$ cat src/rtl/bus_sources.sv
// Address-bus source selects shared by the control unit and the address unit.
// Latency: n/a (type definitions only).
// Backpressure: n/a.
package bus_sources;

    typedef enum logic [1:0] {
        AddressLowSrcPcLow      = 2'd0,
        AddressLowSrcAddrLowReg = 2'd1
    } address_low_bus_source_t;

    typedef enum logic [1:0] {
        AddressHighSrcPcHigh      = 2'd0,
        AddressHighSrcAddrHighReg = 2'd1
    } address_high_bus_source_t;

endpackage

$ cat src/rtl/control_signals.sv
// Constants shared between the control unit and the datapath stages.
// Latency: n/a (constants only).
// Backpressure: n/a.
package control_signals;

    // Location of the 6502 reset vector low byte; the high byte follows it.
    localparam logic [15:0] RESET_VECTOR_ADDR = 16'hFFFC;

endpackage

$ cat src/rtl/address_unit_if.sv
// Bundle between the control unit (master) and the address unit (slave).
// Carries data_in, the PC/latch strobes, the bus source selects, and returns
// the external address, the current PC and cpu_ready. No handshake: strobes act at the next edge.
interface address_unit_if;
    import bus_sources::*;

    logic [7:0]               data_in;
    logic                     inc_pc;
    logic                     load_pc;
    logic                     load_addr_low;
    logic                     load_addr_high;
    address_low_bus_source_t  address_low_src;
    address_high_bus_source_t address_high_src;
    logic [15:0]              address;
    logic [15:0]              pc;
    logic                     cpu_ready;

    modport master (
        output data_in, inc_pc, load_pc, load_addr_low, load_addr_high,
               address_low_src, address_high_src,
        input  address, pc, cpu_ready
    );

    modport slave (
        input  data_in, inc_pc, load_pc, load_addr_low, load_addr_high,
               address_low_src, address_high_src,
        output address, pc, cpu_ready
    );

endinterface

$ cat src/rtl/program_counter.sv
// 16-bit program counter: sync reset, load has priority over increment, wraps FFFF->0000.
// Latency: value updates at the clock edge following load/inc.
// Backpressure: none; ports are clk, reset, load, inc, load_value in and value out.
module program_counter (
    input  logic        clk,
    input  logic        reset,
    input  logic        load,
    input  logic        inc,
    input  logic [15:0] load_value,
    output logic [15:0] value
);

    always_ff @(posedge clk) begin
        if (reset) begin
            value <= 16'h0000;
        end else if (load) begin
            value <= load_value;
        end else if (inc) begin
            value <= value + 16'd1;
        end
    end

endmodule

$ cat src/rtl/address_unit.sv
// Owns PC and the ADL/ADH latches, runs the reset-vector fetch, and drives the address bus.
// Latency: address mux is combinational; PC/latch updates land at the next edge.
// Backpressure: none; cpu_ready stays low until the vector fetch finishes. Ports: clk, reset, bus (slave).
module address_unit
    import bus_sources::*;
    import control_signals::*;
#(
    parameter logic [15:0] RESET_VECTOR = RESET_VECTOR_ADDR,
    parameter int          MEM_LATENCY  = 0
) (
    input  logic         clk,
    input  logic         reset,
    address_unit_if.slave bus
);

    if ((MEM_LATENCY != 0) && (MEM_LATENCY != 1)) begin : g_bad_mem_latency
        $error("address_unit: MEM_LATENCY must be 0 or 1");
    end

    // With one cycle of read latency each vector byte needs a wait state
    // where the address is held and the returned byte is captured.
    localparam bit HAS_WAIT = (MEM_LATENCY == 1);

    typedef enum logic [2:0] {
        VecLow,
        VecLowWait,
        VecHigh,
        VecHighWait,
        Run
    } vec_state_t;

    vec_state_t  state;
    vec_state_t  state_nxt;

    logic [15:0] pc_q;
    logic        pc_load;
    logic        pc_inc;
    logic [15:0] pc_load_value;
    logic [15:0] vec_addr;

    logic [7:0]  adl;
    logic [7:0]  adh;
    logic        cpu_ready_q;

    logic [7:0]  addr_lo_mux;
    logic [7:0]  addr_hi_mux;

    program_counter u_pc (
        .clk        (clk),
        .reset      (reset),
        .load       (pc_load),
        .inc        (pc_inc),
        .load_value (pc_load_value),
        .value      (pc_q)
    );

    always_ff @(posedge clk) begin
        if (reset) begin
            state <= VecLow;
        end else begin
            state <= state_nxt;
        end
    end

    // Vector bytes are written into PC one half at a time by reloading the
    // whole register with the other half preserved.
    always_comb begin
        state_nxt     = state;
        pc_load       = 1'b0;
        pc_inc        = 1'b0;
        pc_load_value = {adh, adl};
        vec_addr      = RESET_VECTOR;
        case (state)
            VecLow: begin
                if (HAS_WAIT) begin
                    state_nxt = VecLowWait;
                end else begin
                    pc_load       = 1'b1;
                    pc_load_value = {pc_q[15:8], bus.data_in};
                    state_nxt     = VecHigh;
                end
            end
            VecLowWait: begin
                pc_load       = 1'b1;
                pc_load_value = {pc_q[15:8], bus.data_in};
                state_nxt     = VecHigh;
            end
            VecHigh: begin
                vec_addr = RESET_VECTOR + 16'd1;
                if (HAS_WAIT) begin
                    state_nxt = VecHighWait;
                end else begin
                    pc_load       = 1'b1;
                    pc_load_value = {bus.data_in, pc_q[7:0]};
                    state_nxt     = Run;
                end
            end
            VecHighWait: begin
                vec_addr      = RESET_VECTOR + 16'd1;
                pc_load       = 1'b1;
                pc_load_value = {bus.data_in, pc_q[7:0]};
                state_nxt     = Run;
            end
            Run: begin
                // load_pc wins over inc_pc inside program_counter.
                pc_load = bus.load_pc;
                pc_inc  = bus.inc_pc;
            end
            default: begin
                state_nxt = VecLow;
            end
        endcase
    end

    // Latches only move in Run; PC reads their pre-edge values on load_pc.
    always_ff @(posedge clk) begin
        if (reset) begin
            adl <= 8'h00;
            adh <= 8'h00;
        end else if (state == Run) begin
            if (bus.load_addr_low) begin
                adl <= bus.data_in;
            end
            if (bus.load_addr_high) begin
                adh <= bus.data_in;
            end
        end
    end

    always_ff @(posedge clk) begin
        if (reset) begin
            cpu_ready_q <= 1'b0;
        end else begin
            cpu_ready_q <= (state_nxt == Run);
        end
    end

    always_comb begin
        addr_lo_mux = 8'h00;
        addr_hi_mux = 8'h00;
        case (bus.address_low_src)
            AddressLowSrcPcLow:      addr_lo_mux = pc_q[7:0];
            AddressLowSrcAddrLowReg: addr_lo_mux = adl;
            default:                 addr_lo_mux = 8'h00;
        endcase
        case (bus.address_high_src)
            AddressHighSrcPcHigh:      addr_hi_mux = pc_q[15:8];
            AddressHighSrcAddrHighReg: addr_hi_mux = adh;
            default:                   addr_hi_mux = 8'h00;
        endcase
    end

    assign bus.address   = (state == Run) ? {addr_hi_mux, addr_lo_mux} : vec_addr;
    assign bus.pc        = pc_q;
    assign bus.cpu_ready = cpu_ready_q;

    a_low_src_legal : assert property (@(posedge clk) disable iff (reset)
        (state == Run) |-> (bus.address_low_src inside {AddressLowSrcPcLow, AddressLowSrcAddrLowReg}));

    a_high_src_legal : assert property (@(posedge clk) disable iff (reset)
        (state == Run) |-> (bus.address_high_src inside {AddressHighSrcPcHigh, AddressHighSrcAddrHighReg}));

endmodule

$ cat src/flat_wrapper.sv
// flat-port wrapper written by rule: the top's interface ports become plain ports
module address_unit_flat import bus_sources::*; import control_signals::*;
#(
    parameter logic [15:0] RESET_VECTOR = RESET_VECTOR_ADDR,
    parameter int          MEM_LATENCY  = 0
)
  (clk, reset, bus_data_in, bus_inc_pc, bus_load_pc, bus_load_addr_low, bus_load_addr_high, bus_address_low_src, bus_address_high_src, bus_address, bus_pc, bus_cpu_ready);
  address_unit_if bus_i ();
  input  logic clk;
  input  logic reset;
  input wire logic [$bits(bus_i.data_in)-1:0] bus_data_in;
  input wire logic [$bits(bus_i.inc_pc)-1:0] bus_inc_pc;
  input wire logic [$bits(bus_i.load_pc)-1:0] bus_load_pc;
  input wire logic [$bits(bus_i.load_addr_low)-1:0] bus_load_addr_low;
  input wire logic [$bits(bus_i.load_addr_high)-1:0] bus_load_addr_high;
  input wire logic [$bits(bus_i.address_low_src)-1:0] bus_address_low_src;
  input wire logic [$bits(bus_i.address_high_src)-1:0] bus_address_high_src;
  output wire logic [$bits(bus_i.address)-1:0] bus_address;
  output wire logic [$bits(bus_i.pc)-1:0] bus_pc;
  output wire logic [$bits(bus_i.cpu_ready)-1:0] bus_cpu_ready;
  assign bus_i.data_in = bus_data_in;
  assign bus_i.inc_pc = bus_inc_pc;
  assign bus_i.load_pc = bus_load_pc;
  assign bus_i.load_addr_low = bus_load_addr_low;
  assign bus_i.load_addr_high = bus_load_addr_high;
  assign bus_i.address_low_src = bus_address_low_src;
  assign bus_i.address_high_src = bus_address_high_src;
  assign bus_address = bus_i.address;
  assign bus_pc = bus_i.pc;
  assign bus_cpu_ready = bus_i.cpu_ready;
  address_unit #(.RESET_VECTOR(RESET_VECTOR), .MEM_LATENCY(MEM_LATENCY)) u_core (.clk(clk), .reset(reset), .bus(bus_i));
endmodule
$ cat config.mk
export PLATFORM = sky130hd
export DESIGN_NAME = address_unit_flat
export DESIGN_NICKNAME = d
export VERILOG_FILES = /design/src/rtl/bus_sources.sv /design/src/rtl/control_signals.sv /design/src/rtl/address_unit_if.sv /design/src/rtl/program_counter.sv /design/src/rtl/address_unit.sv /design/src/flat_wrapper.sv
export SDC_FILE = /design/constraint.sdc
export NUM_CORES = 1
export LEC_CHECK = 0
export ABC_AREA = 1
export BUFFER_PORTS_ARGS = -buffer_cell sky130_fd_sc_hd__buf_4
export CORE_ASPECT_RATIO = 0.8
export CORE_MARGIN = 2
export CORE_UTILIZATION = 55
export CTS_CLUSTER_SIZE = 30
export DETAILED_ROUTE_END_ITERATION = 8
export PLACE_DENSITY_LB_ADDON = 0.2
export SETUP_SLACK_MARGIN = 0.2
export SLEW_MARGIN = 20
export SYNTH_ARGS = -nofsm -noshare
export SYNTH_HDL_FRONTEND = slang
export SYNTH_HIERARCHICAL = 1
export SYNTH_SLANG_ARGS = --single-unit
$ cat constraint.sdc
create_clock -name clk -period 3.4 [get_ports clk]
set_clock_uncertainty 0.1 [all_clocks]
set_input_delay 0.17 -clock clk [delete_from_list [all_inputs] [get_ports clk]]
set_output_delay 0.17 -clock clk [all_outputs]
set_load 0.1 [all_outputs]
**Word-level counts from Yosys, hierarchy flattened**

Cells that the tools add are included.
Widths: inputs -> output; s select.

- Multiplexer cells: 10
- Eq/ne operators: 9
- Reduce and logical (&&, ||, !) cells: 11
- Add/sub/neg operators: 1

Operators with widths:

| operator | number |
|---|---|
| $mux 16 | 3 |
| $pmux 16 s2 | 1 |
| $pmux 8 s2 | 2 |
| $add 16x1->16 const B | 1 |
| $pmux 3 s3 | 1 |
| $reduce_and 2->1 | 4 |
| $eq 3x2->1 const B | 2 |
| $eq 3x3->1 const B | 2 |
| $eq 2x1->1 const B | 2 |
| $logic_not 2->1 | 2 |
| $ne 2x2->1 const B | 2 |
| $reduce_or 2->1 | 2 |
| $reduce_or 4->1 | 1 |
| $eq 3x1->1 const B | 1 |
| $logic_not 3->1 | 1 |
| $mux 1 | 2 |
| $pmux 1 s2 | 1 |
| $reduce_bool 2->1 | 1 |

- Output and inout bits: 33
- Input port bits: 18
- Flip-flop bits (word level): 36
- Word-level logic and storage cells: 37

**Logic depth before layout (Yosys ltp)**

Gate-level depths: netlist of the first run.

- Depth in word-level cells: 5
- Depth in mapped cells: 12
- Mapped depth without buffers: 10

**Modules after synthesis**

The synthesis of the first run kept the hierarchy.

By module, submodules not included:

| module | area each (µm²) | sequential area each (µm²) | cells each | instances |
|---|---|---|---|---|
| address_unit | 1475.2 | 400.4 | 251 | 1 |
| program_counter | 1011.0 | 320.3 | 148 | 1 |

**Worst setup path before layout of the first run**

No wires, ideal clock.

- Path kind: register to output
- Start point: reg u_core.u_pc.value[1]
- End point: out bus_address[1]
- Required time: 3.130 ns
- Path slack: 0.523 ns
- Stages on the path, launching flop included: 3
- Arrival: 2.607 ns
- Buffers on the path: 0
- Cells stage by stage: dfxtp_1 nand2_1 a21oi_1

- Word-level cells in the longest chain between the ends: 2

RTL lines:

| what | RTL line | text |
|---|---|---|
| start, declared | program_counter.sv:10 | `output logic [15:0] value` |
| start signal, assigned | program_counter.sv:17 | `value <= load_value;` |
| start signal, assigned | program_counter.sv:19 | `value <= value + 16'd1;` |
| $pmux 8 s2 | address_unit.sv:141 | `case (bus.address_low_src)` |
| $mux 16 | address_unit.sv:153 | `assign bus.address = (state == Run) ? {addr_hi_mux, addr_lo_mux} : vec_addr;` |
| end, declared | flat_wrapper.sv:18 | `output wire logic [$bits(bus_i.address)-1:0] bus_address;` |

Every way passes these cells.

**Final worst setup path of the first run**

- Start point: reg u_core.state[2]
- End point: reg u_core.u_pc.value[5]

- Elaborated cells on any way between the ends: 15
- Those cells by class: eq/ne: 5; mux: 4; reduce/logical: 6

RTL lines:

| what | RTL line | text |
|---|---|---|
| start, declared | address_unit.sv:32 | `vec_state_t state;` |
| start signal, assigned | address_unit.sv:59 | `state <= VecLow;` |
| start signal, assigned | address_unit.sv:61 | `state <= state_nxt;` |
| $eq 3x2->1, or another cell as far along | address_unit.sv:73 | `case (state)` |
| $reduce_or 2->1 (no line) | n/a |  |
| $pmux 16 s2 (*) | address_unit.sv:73 |  |
| named net u_core.pc_load_value[5] | address_unit.sv:38 | `logic [15:0] pc_load_value;` |
| $mux 16 (*) | program_counter.sv:16 | `end else if (load) begin` |

Mark *: on every way through the listed nets, which the timed path passes. The rest lies on a longest branch.
A chain may end at the register's enable or synchronous reset.

==> results of run 1 <==
flip-flops by register name (all words and copies together) (netlist names):
name and cells:
u_core/adh 8, u_core/adl 8, u_core/bus.cpu_ready 1, u_core/state 3
u_core/u_pc/value 16
path summary, 6_finish.rpt:
path                            cells after the start            start  slack [ps]                    to
worst max register to register                      8  u_core/state[2]        1140  u_core/u_pc/value[5]
worst min register to register                      1  u_core/state[1]         440       u_core/state[1]
worst min-delay path                                2            reset          70  u_core/u_pc/value[7]
worst max-delay path                                8  u_core/state[2]        1140  u_core/u_pc/value[5]
metrics by stage:
| stage | instances | hold slack, ps |
|---|---|---|
| finish | 500 | 68.7 |
| global route | 500 | 71.9 |
| CTS | 500 | 61.2 |
| detailed placement | 492 | 375 |
| global placement | 492 | 378 |
| floorplan | 399 | 139 |
power by group:
group          leakage [µW]  internal, µW  switching (µW)
logic              0.000976           107             331
registers          0.000294           449            54.2
clock network     0.0000455           165             154
cell usage in the layout (no fill, tap or decap):
| master | Yosys | layout |
|---|---|---|
| o21bai_1 | 3 | 3 |
| nand4_1 | 19 | 19 |
| o21bai_2 | 1 | 1 |
| buf_4 | 3 | 52 |
| a31oi_1 | 1 | 1 |
| clkbuf_1 | 2 | 2 |
| nand3_1 | 24 | 24 |
| xor2_1 | 5 | 5 |
| nand2_2 | 5 | 5 |
| dfxtp_1 | 36 | 36 |
| nand3_2 | 1 | 1 |
| o21ai_1 | 3 | 3 |
| nor3_1 | 1 | 1 |
| o21ai_0 | 9 | 9 |
| clkbuf_8 | 0 | 6 |
| nor2_2 | 9 | 9 |
| inv_1 | 61 | 61 |
| ha_1 | 1 | 1 |
| inv_2 | 1 | 1 |
| a21oi_1 | 22 | 22 |
| o211ai_1 | 8 | 8 |
| nor2_1 | 27 | 27 |
| nor2_4 | 1 | 1 |
| a22oi_1 | 18 | 18 |
| nand2_1 | 122 | 122 |
| nand3_4 | 2 | 2 |
| conb_1 | 1 | 1 |
| xnor2_1 | 2 | 2 |
final cells by class:
class / count / share of cell area
sequential: 36 / 0.246
timing repair buffer: 52 / 0.133
tap: 57 / 0.0243
multi-input combinational: 285 / 0.487
clock buffer: 8 / 0.0307
inverter: 62 / 0.0793
logic make-up after synthesis:
kind of cell               Yosys count  synth area share
and+or+nand+nor                    211             0.381
buffers and inverters               78             0.135
adders and majority gates            1           0.00503
xor gates and xnor gates             7            0.0247
DFF                                 36             0.290
other                                1           0.00151
AOI/OAI and AO/OA                   65             0.163
per-layer routing:
layer	share of wire	routed length, µm	up-vias
met1	0.46	3330	1243
met2	0.44	3180	149
met4	0.019	135	0
met5	0	0	-
li1	-	-	1371
met3	0.089	646	16
==> impl_metrics.env, run 1 <==
export IMPL_fin_crit_ps=2260
export IMPL_cts_tree="done"
export IMPL_antenna_left=0
export IMPL_multi_input_area_mm2=0.00143
export IMPL_critPathLaunchType="flip-flop"
export IMPL_synth_seq_cells=36
export IMPL_drive_gt1_frac=0.176
export IMPL_synth_most_common_cell="nand2_1"
export IMPL_rows=21
export IMPL_io_buffers=50
export IMPL_antenna_found_initial=0
export IMPL_cts_sinks=36
export IMPL_viasPerCell=5.56
export IMPL_worstPathRequired_ps=3480
export IMPL_yosysWarnings=6
export IMPL_die_w_um=79.2
export IMPL_relSlewSlack=0.486
export IMPL_hold_viol=0
export IMPL_p_per_area_mw_per_mm2=429
export IMPL_yosysUniqueCellTypes=30
export IMPL_regArea_um2=721
export IMPL_cp_end_kind="flip-flop"
export IMPL_pin_count=51
export IMPL_grt_busiest_layer="met2"
export IMPL_met3_usage=0.0452
export IMPL_crit_type="flip-flop to flip-flop"
export IMPL_setup_tns_ps=0
export IMPL_grtUsageMet2=0.450
export IMPL_grt_total_usage=0.302
export IMPL_p_leak_uw=0.00132
export IMPL_place_gp_congestion=0.876
export IMPL_clk_path_buf_depth=2
export IMPL_place_ws_ps=1210
export IMPL_vias=2779
export IMPL_routedWlPerCell_um=14.6
export IMPL_synth_top_area_share=0.290
export IMPL_cap_violations=0
export IMPL_grt_ovfl_total=0
export IMPL_numCtsBuffers=5
export IMPL_crit_arrival_ps=2340
export IMPL_stdcell_area_mm2=0.00294
export IMPL_place_area_mm2=0.00285
export IMPL_synth_nets=418
export IMPL_routed_wl_um=7280
export IMPL_ir_drop_mv=0.330
export IMPL_fp_dieH_um=64.1
export IMPL_area_delta_synth_final_pct=18.1
export IMPL_synth_area_leaders="dfxtp_1, nand2_1, inv_1, a22oi_1, nand3_1"
export IMPL_fin_ws_ps=1140
export IMPL_min_period_over_period=0.664
export IMPL_use_met1=0.444
export IMPL_rsz0062_at_grt="no"
export IMPL_htreeDepth=2
export IMPL_seq_area_frac_synth=0.290
export IMPL_die_area_mm2=0.00508
export IMPL_root_buffer="clkbuf_8"
export IMPL_cp_max_fo=29
export IMPL_clk_latency_ps=290
export IMPL_clk_pin_slew_ps=70
export IMPL_drtIter0Drc=361
export IMPL_setup_viol=0
export IMPL_cts_hold_buffers_added=0
export IMPL_syn_area_mm2=0.00249
export IMPL_synth_edf_count=0
export IMPL_postCtsSetupRepairBufs=0
export IMPL_grt_first_pass_wirelength_um=11900
export IMPL_drc=0
export IMPL_synth_flop_cell="dfxtp_1"
export IMPL_outcome="finished, final reports clean"
export IMPL_nets=461
export IMPL_diodes=0
export IMPL_slowest_delay_ps=540
export IMPL_crit_chain="buf_4 > inv_1 > nand2_1 > inv_1 > nand2_1 > nand2_1 > a22oi_1 > a21oi_1"
export IMPL_synth_top_area_cell="dfxtp_1"
export IMPL_synthTopCellsByCount="nand2_1, inv_1, dfxtp_1, nor2_1, nand3_1"
export IMPL_syn_inst=399
export IMPL_total_power_uw=1260
export IMPL_worstMarginPinSlew_ps=768
export IMPL_grt_max_degree=30
export IMPL_worst_path_buf_inv=3
export IMPL_start_util=0.584
export IMPL_postCtsResizedCells=0
export IMPL_grt_pass1_vias=2395
export IMPL_dp_hpwl_um=5470
export IMPL_placeableCoreArea_mm2=0.00426
export IMPL_cp_common_cell="nand2_1"
export IMPL_first_pass_iters=6
export IMPL_max_freq_ghz=0.443
export IMPL_async_flop_share=0
export IMPL_finalCoreUtilization=0.690
export IMPL_cp_top_family="buffers and inverters"
export IMPL_finalMaxSlewViolations=0
export IMPL_critical_path_slowest_cell="dfxtp_1"
export IMPL_synth_avg_cell_area_um2=6.23
export IMPL_holdCritPathClass="primary input to flip-flop"
export IMPL_num_fill_cells=387
Note: power is estimated with default switching activity, not from simulation.
==> run 2: changes to the inputs <==
--- a/config.mk
+++ b/config.mk
@@ -5,7 +5,7 @@
 export SDC_FILE = /design/constraint.sdc
 export NUM_CORES = 1
 export LEC_CHECK = 0
-export ABC_AREA = 1
+export ABC_AREA = 0
 export BUFFER_PORTS_ARGS = -buffer_cell sky130_fd_sc_hd__buf_4
 export CORE_ASPECT_RATIO = 0.8
 export CORE_MARGIN = 2
==> constraint.sdc (replaced) <==
create_clock -name clk -period 2.2 [get_ports clk]
set_clock_uncertainty 0.1 [all_clocks]
set_input_delay 0.11 -clock clk [delete_from_list [all_inputs] [get_ports clk]]
set_output_delay 0.11 -clock clk [all_outputs]
set_load 0.1 [all_outputs]
==> run 2 against run 1 <==
  * Final cell count decreased by 24%
  * Global-route usage decreased by 2.9 points
  * Synthesized cell count decreased by 31%
  * Clock power increased by 44%
  * Largest cell class unchanged
==> impl_metrics.env, run 2 <==
export IMPL_multi_input_area_mm2=0.00177
export IMPL_min_period_over_period=0.874
export IMPL_finalMaxSlewViolations=0
export IMPL_top_layer_used="met4"
export IMPL_routedWlPerCell_um=17.0
export IMPL_diodes=0
export IMPL_synth_edf_count=0
export IMPL_synth_top_area_cell="dfxtp_1"
export IMPL_drive_gt1_frac=0.351
export IMPL_fp_dieH_um=63.2
export IMPL_cp_end_kind="primary output"
export IMPL_switchingPower_uw=888
export IMPL_crit_type="flip-flop to primary output"
export IMPL_drt_met1_wl_um=2830
export IMPL_hold_depth=3
export IMPL_worst_path_buf_inv=2
export IMPL_setup_viol=0
export IMPL_cp_max_fo=19
export IMPL_yosysWarnings=6
export IMPL_pin_count=51
export IMPL_synth_avg_cell_area_um2=8.71
export IMPL_rows=21
export IMPL_async_flop_share=0
export IMPL_final_common_cell="buf_4"
export IMPL_worstMarginPinSlew_ps=675
export IMPL_critical_path_slowest_cell="or3b_4"
export IMPL_top_register="u_core/u_pc/value"
export IMPL_drtIter0Drc=204
export IMPL_nets=343
export IMPL_start_util=0.574
export IMPL_worstPathRequired_ps=1990
export IMPL_final_cell_mix="buf_4, mux2i_1, nand2b_1"
export IMPL_total_power_uw=2060
export IMPL_clk_path_buf_depth=2
export IMPL_vias=2239
export IMPL_num_fill_cells=301
export IMPL_whs_ps=17.6
export IMPL_switching_share=0.432
export IMPL_whs_endpoint="u_core/adh[0]"
export IMPL_area_delta_synth_final_pct=34.0
export IMPL_grt_pass1_vias=2030
export IMPL_grt_max_degree=44
export IMPL_crit_arrival_ps=1710
export IMPL_synth_area_leaders="dfxtp_1, mux2i_1, nand2b_1, o21ai_1, nand2_1"
export IMPL_largestRegisters="u_core/u_pc/value (16), u_core/adh (8), u_core/adl (8)"
export IMPL_synth_flop_cell="dfxtp_1"
export IMPL_r2r_setup_slack_ps=340
export IMPL_hold_viol=0
export IMPL_synth_most_common_cell="mux2i_1"
export IMPL_die_w_um=78.0
export IMPL_regArea_um2=744
export IMPL_die_area_mm2=0.00494
export IMPL_synth_top_area_share=0.299
export IMPL_dp_hpwl_um=4450
export IMPL_viasPerCell=5.86
export IMPL_slowest_delay_ps=430
export IMPL_placeableCoreArea_mm2=0.00420
export IMPL_synth_seq_cells=36
export IMPL_place_gp_congestion=0.809
export IMPL_routed_wl_um=6510
export IMPL_r2r_cells=7
export IMPL_clk_latency_ps=300
export IMPL_yosysUniqueCellTypes=33
export IMPL_clk_pin_slew_ps=80
export IMPL_timing_rr_end="u_core/u_pc/value[14]"
export IMPL_met3WireLength_um=498
export IMPL_p_leak_uw=0.00142
export IMPL_holdCritPathClass="primary input to flip-flop"
export IMPL_outcome="finished, final reports clean"
export IMPL_max_freq_ghz=0.520
export IMPL_cp_common_cell="buf_12"
export IMPL_grt_total_usage=0.273
export IMPL_synthTopCellsByCount="mux2i_1, dfxtp_1, o21ai_1, nand2b_1, nand2_1"
export IMPL_hp_start="bus_data_in[0]"
export IMPL_cts_sinks=36
export IMPL_relSlewSlack=0.548
export IMPL_cp_top_family="simple AND/OR/NAND/NOR gates"
export IMPL_synth_nets=296
export IMPL_power_frac_seq=0.384
export IMPL_syn_area_mm2=0.00241
export IMPL_grt_ovfl_total=0
export IMPL_fin_crit_ps=1920
export IMPL_drc=0
export IMPL_cap_violations=0
export IMPL_syn_inst=277
export IMPL_htreeDepth=2
export IMPL_power_frac_clock=0.224
export IMPL_rsz0062_at_grt="no"
export IMPL_io_buffers=50
export IMPL_met2_length_um=3120
export IMPL_largest_register_ffs=16
export IMPL_critPathLaunchType="flip-flop"
export IMPL_root_buffer="clkbuf_8"
export IMPL_p_per_area_mw_per_mm2=636
export IMPL_p_comb_frac=0.392
export IMPL_intPower_uw=1170
export IMPL_seq_area_frac_synth=0.299
export IMPL_cts_tree="done"
export IMPL_first_pass_iters=5
export IMPL_timing_rr_start="u_core/state[0]"
export IMPL_crit_chain="buf_12 > or3b_4 > o31ai_4 > buf_12"
export IMPL_antenna_found_initial=0
export IMPL_grt_first_pass_wirelength_um=10400
export IMPL_antenna_left=0
export IMPL_ir_drop_mv=0.522
export IMPL_numCtsBuffers=5
-- run 2: power by group through the flow --
| stage | Clock, µW | Sequential (µW) | Combinational, µW |
|---|---|---|---|
| 5_1_grt | 508 | 797 | 843 |
| 4_1_cts | 468 | 787 | 805 |
| 2_1_floorplan | 0 | 1020 | 376 |
| 6_report | 460 | 788 | 807 |
| 3_3_place_gp | 0 | 796 | 766 |
| 3_5_place_dp | 0 | 799 | 773 |
-- run 2: layout make-up --
| cell class | instances | share of cell area |
|---|---|---|
| timing repair buffer | 60 | 0.160 |
| inverter | 14 | 0.0163 |
| clock buffer | 7 | 0.0236 |
| sequential | 36 | 0.230 |
| clock inverter | 1 | 0.00155 |
| multi-input combinational | 207 | 0.546 |
| tap | 57 | 0.0221 |
-- run 2: metrics by stage --
| stage | instances | setup TNS (ps) | cell area, µm² | utilization | setup slack, ps |
|---|---|---|---|---|---|
| after floorplan | 277 | -35.9 | 2680 | - | -35.9 |
| after global placement | 370 | 0 | 3050 | 0.726 | 290 |
| final | 382 | 0 | 3230 | 0.769 | 277 |
| after detailed placement | 370 | 0 | 3050 | 0.726 | 237 |
| after global routing | 382 | 0 | 3230 | 0.769 | 222 |
| after CTS | 379 | 0 | 3210 | 0.763 | 217 |
-- run 2: worst max path at each step --
stage / end / slack [ps] / from / cells past startpoint
2_1_floorplan: bus_address[15] / -40 / u_core/u_pc/value[15] / 2
3_3_place_gp: u_core/u_pc/value[15] / 290 / u_core/state[0] / 7
3_5_place_dp: u_core/u_pc/value[15] / 240 / u_core/state[0] / 7
5_1_grt: bus_address[0] / 220 / u_core/state[2] / 4
4_1_cts: u_core/u_pc/value[14] / 220 / u_core/state[0] / 7
6_report: bus_address[0] / 280 / u_core/state[2] / 4
-- run 2: worst min-delay path, cell delays in order --
cell,delay (ps)
buf_4,90
nand2b_1,60
mux2i_1,110
-- run 2: per-layer routing --
layer	global-route usage	vias to the layer above
li1	-	1060
met2	0.433	93
met5	0	-
met3	0.0645	8
met4	0.0614	0
met1	0.377	1078
-- run 2: cells by family after synthesis --
group	after synthesis	synth area share
other	1	0.00155
AOI/OAI and AO/OA	59	0.138
xor gates and xnor gates	14	0.0508
and+or+nand+nor	80	0.218
muxes	52	0.216
adders and majority gates	1	0.00519
buffers and inverters	34	0.0716
DFF	36	0.299
-- run 2: timing repair --
item                       4_1_cts  5_1_grt
setup buffers                    0        3
hold buffers                     0        0
pin swaps                        0        2
setup endpoints to repair        2        8
gates cloned                     1        0
gates resized for setup         10        1
==> run 3: changes to the inputs <==
--- a/config.mk
+++ b/config.mk
@@ -9,7 +9,7 @@
 export BUFFER_PORTS_ARGS = -buffer_cell sky130_fd_sc_hd__buf_4
 export CORE_ASPECT_RATIO = 0.8
 export CORE_MARGIN = 2
-export CORE_UTILIZATION = 55
+export CORE_UTILIZATION = 54
 export CTS_CLUSTER_SIZE = 30
 export DETAILED_ROUTE_END_ITERATION = 8
 export PLACE_DENSITY_LB_ADDON = 0.2
@@ -17,5 +17,4 @@
 export SLEW_MARGIN = 20
 export SYNTH_ARGS = -nofsm -noshare
 export SYNTH_HDL_FRONTEND = slang
-export SYNTH_HIERARCHICAL = 1
 export SYNTH_SLANG_ARGS = --single-unit
==> run 3 against run 2 <==
  * Utilization decreased by 4.9 points
  * Wire length grew 8.2%
  * Fmax increased by 1.0%
  * First-iteration DRC count up 60%
==> impl_metrics.env, run 3 <==
export IMPL_p_leak_uw=0.00106
export IMPL_viasPerCell=6.21
export IMPL_fin_crit_ps=1900
export IMPL_setup_viol=0
export IMPL_drtIter0Drc=327
export IMPL_relSlewSlack=0.593
export IMPL_grt_max_degree=40
export IMPL_cp_max_fo=9
export IMPL_largest_register_ffs=16
export IMPL_fp_dieH_um=61.9
export IMPL_cts_sinks=36
export IMPL_die_w_um=76.3
export IMPL_numCtsBuffers=5
export IMPL_synth_flop_cell="dfxtp_1"
export IMPL_routed_wl_um=7050
export IMPL_io_buffers=50
export IMPL_grt_ovfl_total=0
export IMPL_finalMaxSlewViolations=0
export IMPL_clk_pin_slew_ps=70
export IMPL_rsz0062_at_grt="no"
export IMPL_grt_pass1_vias=2069
export IMPL_root_buffer="clkbuf_8"
export IMPL_async_flop_share=0
export IMPL_nets=358
export IMPL_area_delta_synth_final_pct=30.4
export IMPL_place_ws_ps=241
export IMPL_fin_ws_ps=297
export IMPL_crit_type="flip-flop to primary output"
export IMPL_drive_gt1_frac=0.319
export IMPL_syn_inst=297
export IMPL_vias=2461
export IMPL_setup_tns_ps=0
export IMPL_syn_area_mm2=0.00226
export IMPL_first_pass_iters=5
export IMPL_place_gp_congestion=0.881
export IMPL_clk_latency_ps=290
export IMPL_clk_path_buf_depth=2
export IMPL_synth_area_leaders="dfxtp_1, nand2_1, a21oi_1, mux2i_1, o21ai_0"
export IMPL_diodes=0
export IMPL_min_period_over_period=0.865
export IMPL_dp_hpwl_um=4910
export IMPL_critPathLaunchType="flip-flop"
export IMPL_switchingPower_uw=780
export IMPL_holdCritPathClass="primary input to flip-flop"
export IMPL_intPower_uw=1090
export IMPL_grt_first_pass_wirelength_um=10800
export IMPL_power_frac_clock=0.238
export IMPL_worstPathRequired_ps=1990
export IMPL_synth_edf_count=0
export IMPL_cp_end_kind="primary output"
export IMPL_crit_arrival_ps=1690
export IMPL_synth_nets=316
export IMPL_p_per_area_mw_per_mm2=635
export IMPL_htreeDepth=2
export IMPL_antenna_left=0
export IMPL_placeableCoreArea_mm2=0.00410
export IMPL_pin_count=51
export IMPL_ir_drop_mv=0.391
export IMPL_worstMarginPinSlew_ps=610
export IMPL_yosysUniqueCellTypes=52
export IMPL_final_common_cell="nand2_1"
export IMPL_finalCoreUtilization=0.719
export IMPL_switching_share=0.416
export IMPL_final_cell_mix="nand2_1, buf_4, a21oi_1"
export IMPL_yosysWarnings=0
export IMPL_synth_top_area_cell="dfxtp_1"
export IMPL_synth_most_common_cell="nand2_1"
export IMPL_max_freq_ghz=0.525
export IMPL_synth_avg_cell_area_um2=7.61
export IMPL_top_register="u_core.u_pc.value"
export IMPL_outcome="finished, final reports clean"
export IMPL_start_util=0.552
export IMPL_hold_viol=0
export IMPL_routedWlPerCell_um=17.8
export IMPL_synth_seq_cells=36
export IMPL_synth_top_area_share=0.319
export IMPL_power_frac_seq=0.401
export IMPL_seq_area_frac_synth=0.319
export IMPL_die_area_mm2=0.00472
export IMPL_rows=21
export IMPL_r2r_setup_slack_ps=390
export IMPL_largestRegisters="u_core.u_pc.value (16), u_core.adh (8), u_core.adl (8)"
export IMPL_antenna_found_initial=0
export IMPL_p_comb_frac=0.361
export IMPL_cap_violations=0
export IMPL_cts_tree="done"
export IMPL_postCtsSetupRepairBufs=0
export IMPL_whs_ps=1.03
export IMPL_grt_total_usage=0.295
export IMPL_drc=0
export IMPL_synthTopCellsByCount="nand2_1, dfxtp_1, a21oi_1, o21ai_0, mux2i_1"
==> run 3: changes by cell type in the layout (fill, tap and decap cells not counted), sizes merged, moves of 9 or more <==
cell and change:
nand2b -22, nand2 +36, o21a -9, a21oi +20, xor2 -9, a22oi +9, mux2i -35
==> run 3: power groups by stage <==
stage | Clock (µW) | Sequential [µW] | Combinational [µW]
after floorplan | 0 | 917 | 334
final | 445 | 751 | 677
after global placement | 0 | 758 | 650
after detailed placement | 0 | 761 | 656
after global routing | 477 | 755 | 711
after CTS | 446 | 747 | 664
==> run 3: cells by family (layout without fill, tap and decap cells) <==
logic type	count (synthesis)	count (layout)	synth area share
DFF	36	36	0.319
AOI/OAI and AO/OA	97	97	0.266
adders and majority gates	1	1	0.00553
buffers and inverters	31	73	0.0581
muxes	17	17	0.0753
other	1	1	0.00166
and+or+nand+nor	114	114	0.274
==> run 3: path summary, 6_finish.rpt <==
path | from | endpoint | cells after the start
hold / removal | bus_data_in[1] | u_core.adl[1] | 3
setup / recovery | u_core.state[2] | bus_address[0] | 4
hold reg to reg | u_core.adh[4] | u_core.adh[4] | 2
setup reg to reg | u_core.state[2] | u_core.u_pc.value[2] | 5
==> run 3: metrics by stage <==
step	instance area, µm²	power [µW]	std cells
after detailed placement	2820	1420	386
after floorplan	2430	1250	297
after global placement	2820	1410	386
final	2950	1870	396
after global routing	2950	1940	396
after CTS	2930	1860	396
==> run 3: timing repair <==
item | in CTS | in global routing
hold endpoints to repair | 4 | 0
hold buffers | 3 | 0
resized for setup | 1 | 5
pin swaps | 0 | 0
setup endpoints to repair | 1 | 13
==> run 3: layer usage <==
| metal | vias up | track usage | routed length, µm | part of all wire |
|---|---|---|---|---|
| met3 | 10 | 0.0723 | 606 | 0.086 |
| met5 | - | 0 | 0 | 0 |
| li1 | 1174 | - | - | - |
| met4 | 0 | 0.0805 | 70 | 0.0099 |
| met2 | 135 | 0.444 | 3050 | 0.43 |
| met1 | 1142 | 0.428 | 3320 | 0.47 |
==> run 3: area by class of cell <==
class,count,area [µm²]
Multi-Input combinational cell,230,1560
Inverter,9,33.8
Tap cell,57,71.3
Clock inverter,1,5.00
Sequential cell,36,742
Timing Repair Buffer,57,460
Fill cell,355,1150
Clock buffer,6,72.6
==> run 3: critical path, cell delays in order, from the launching register on <==
cell and delay (ps):
dfxtp_1 440, nand2b_1 110, or2_2 350, o31ai_4 290, buf_12 210
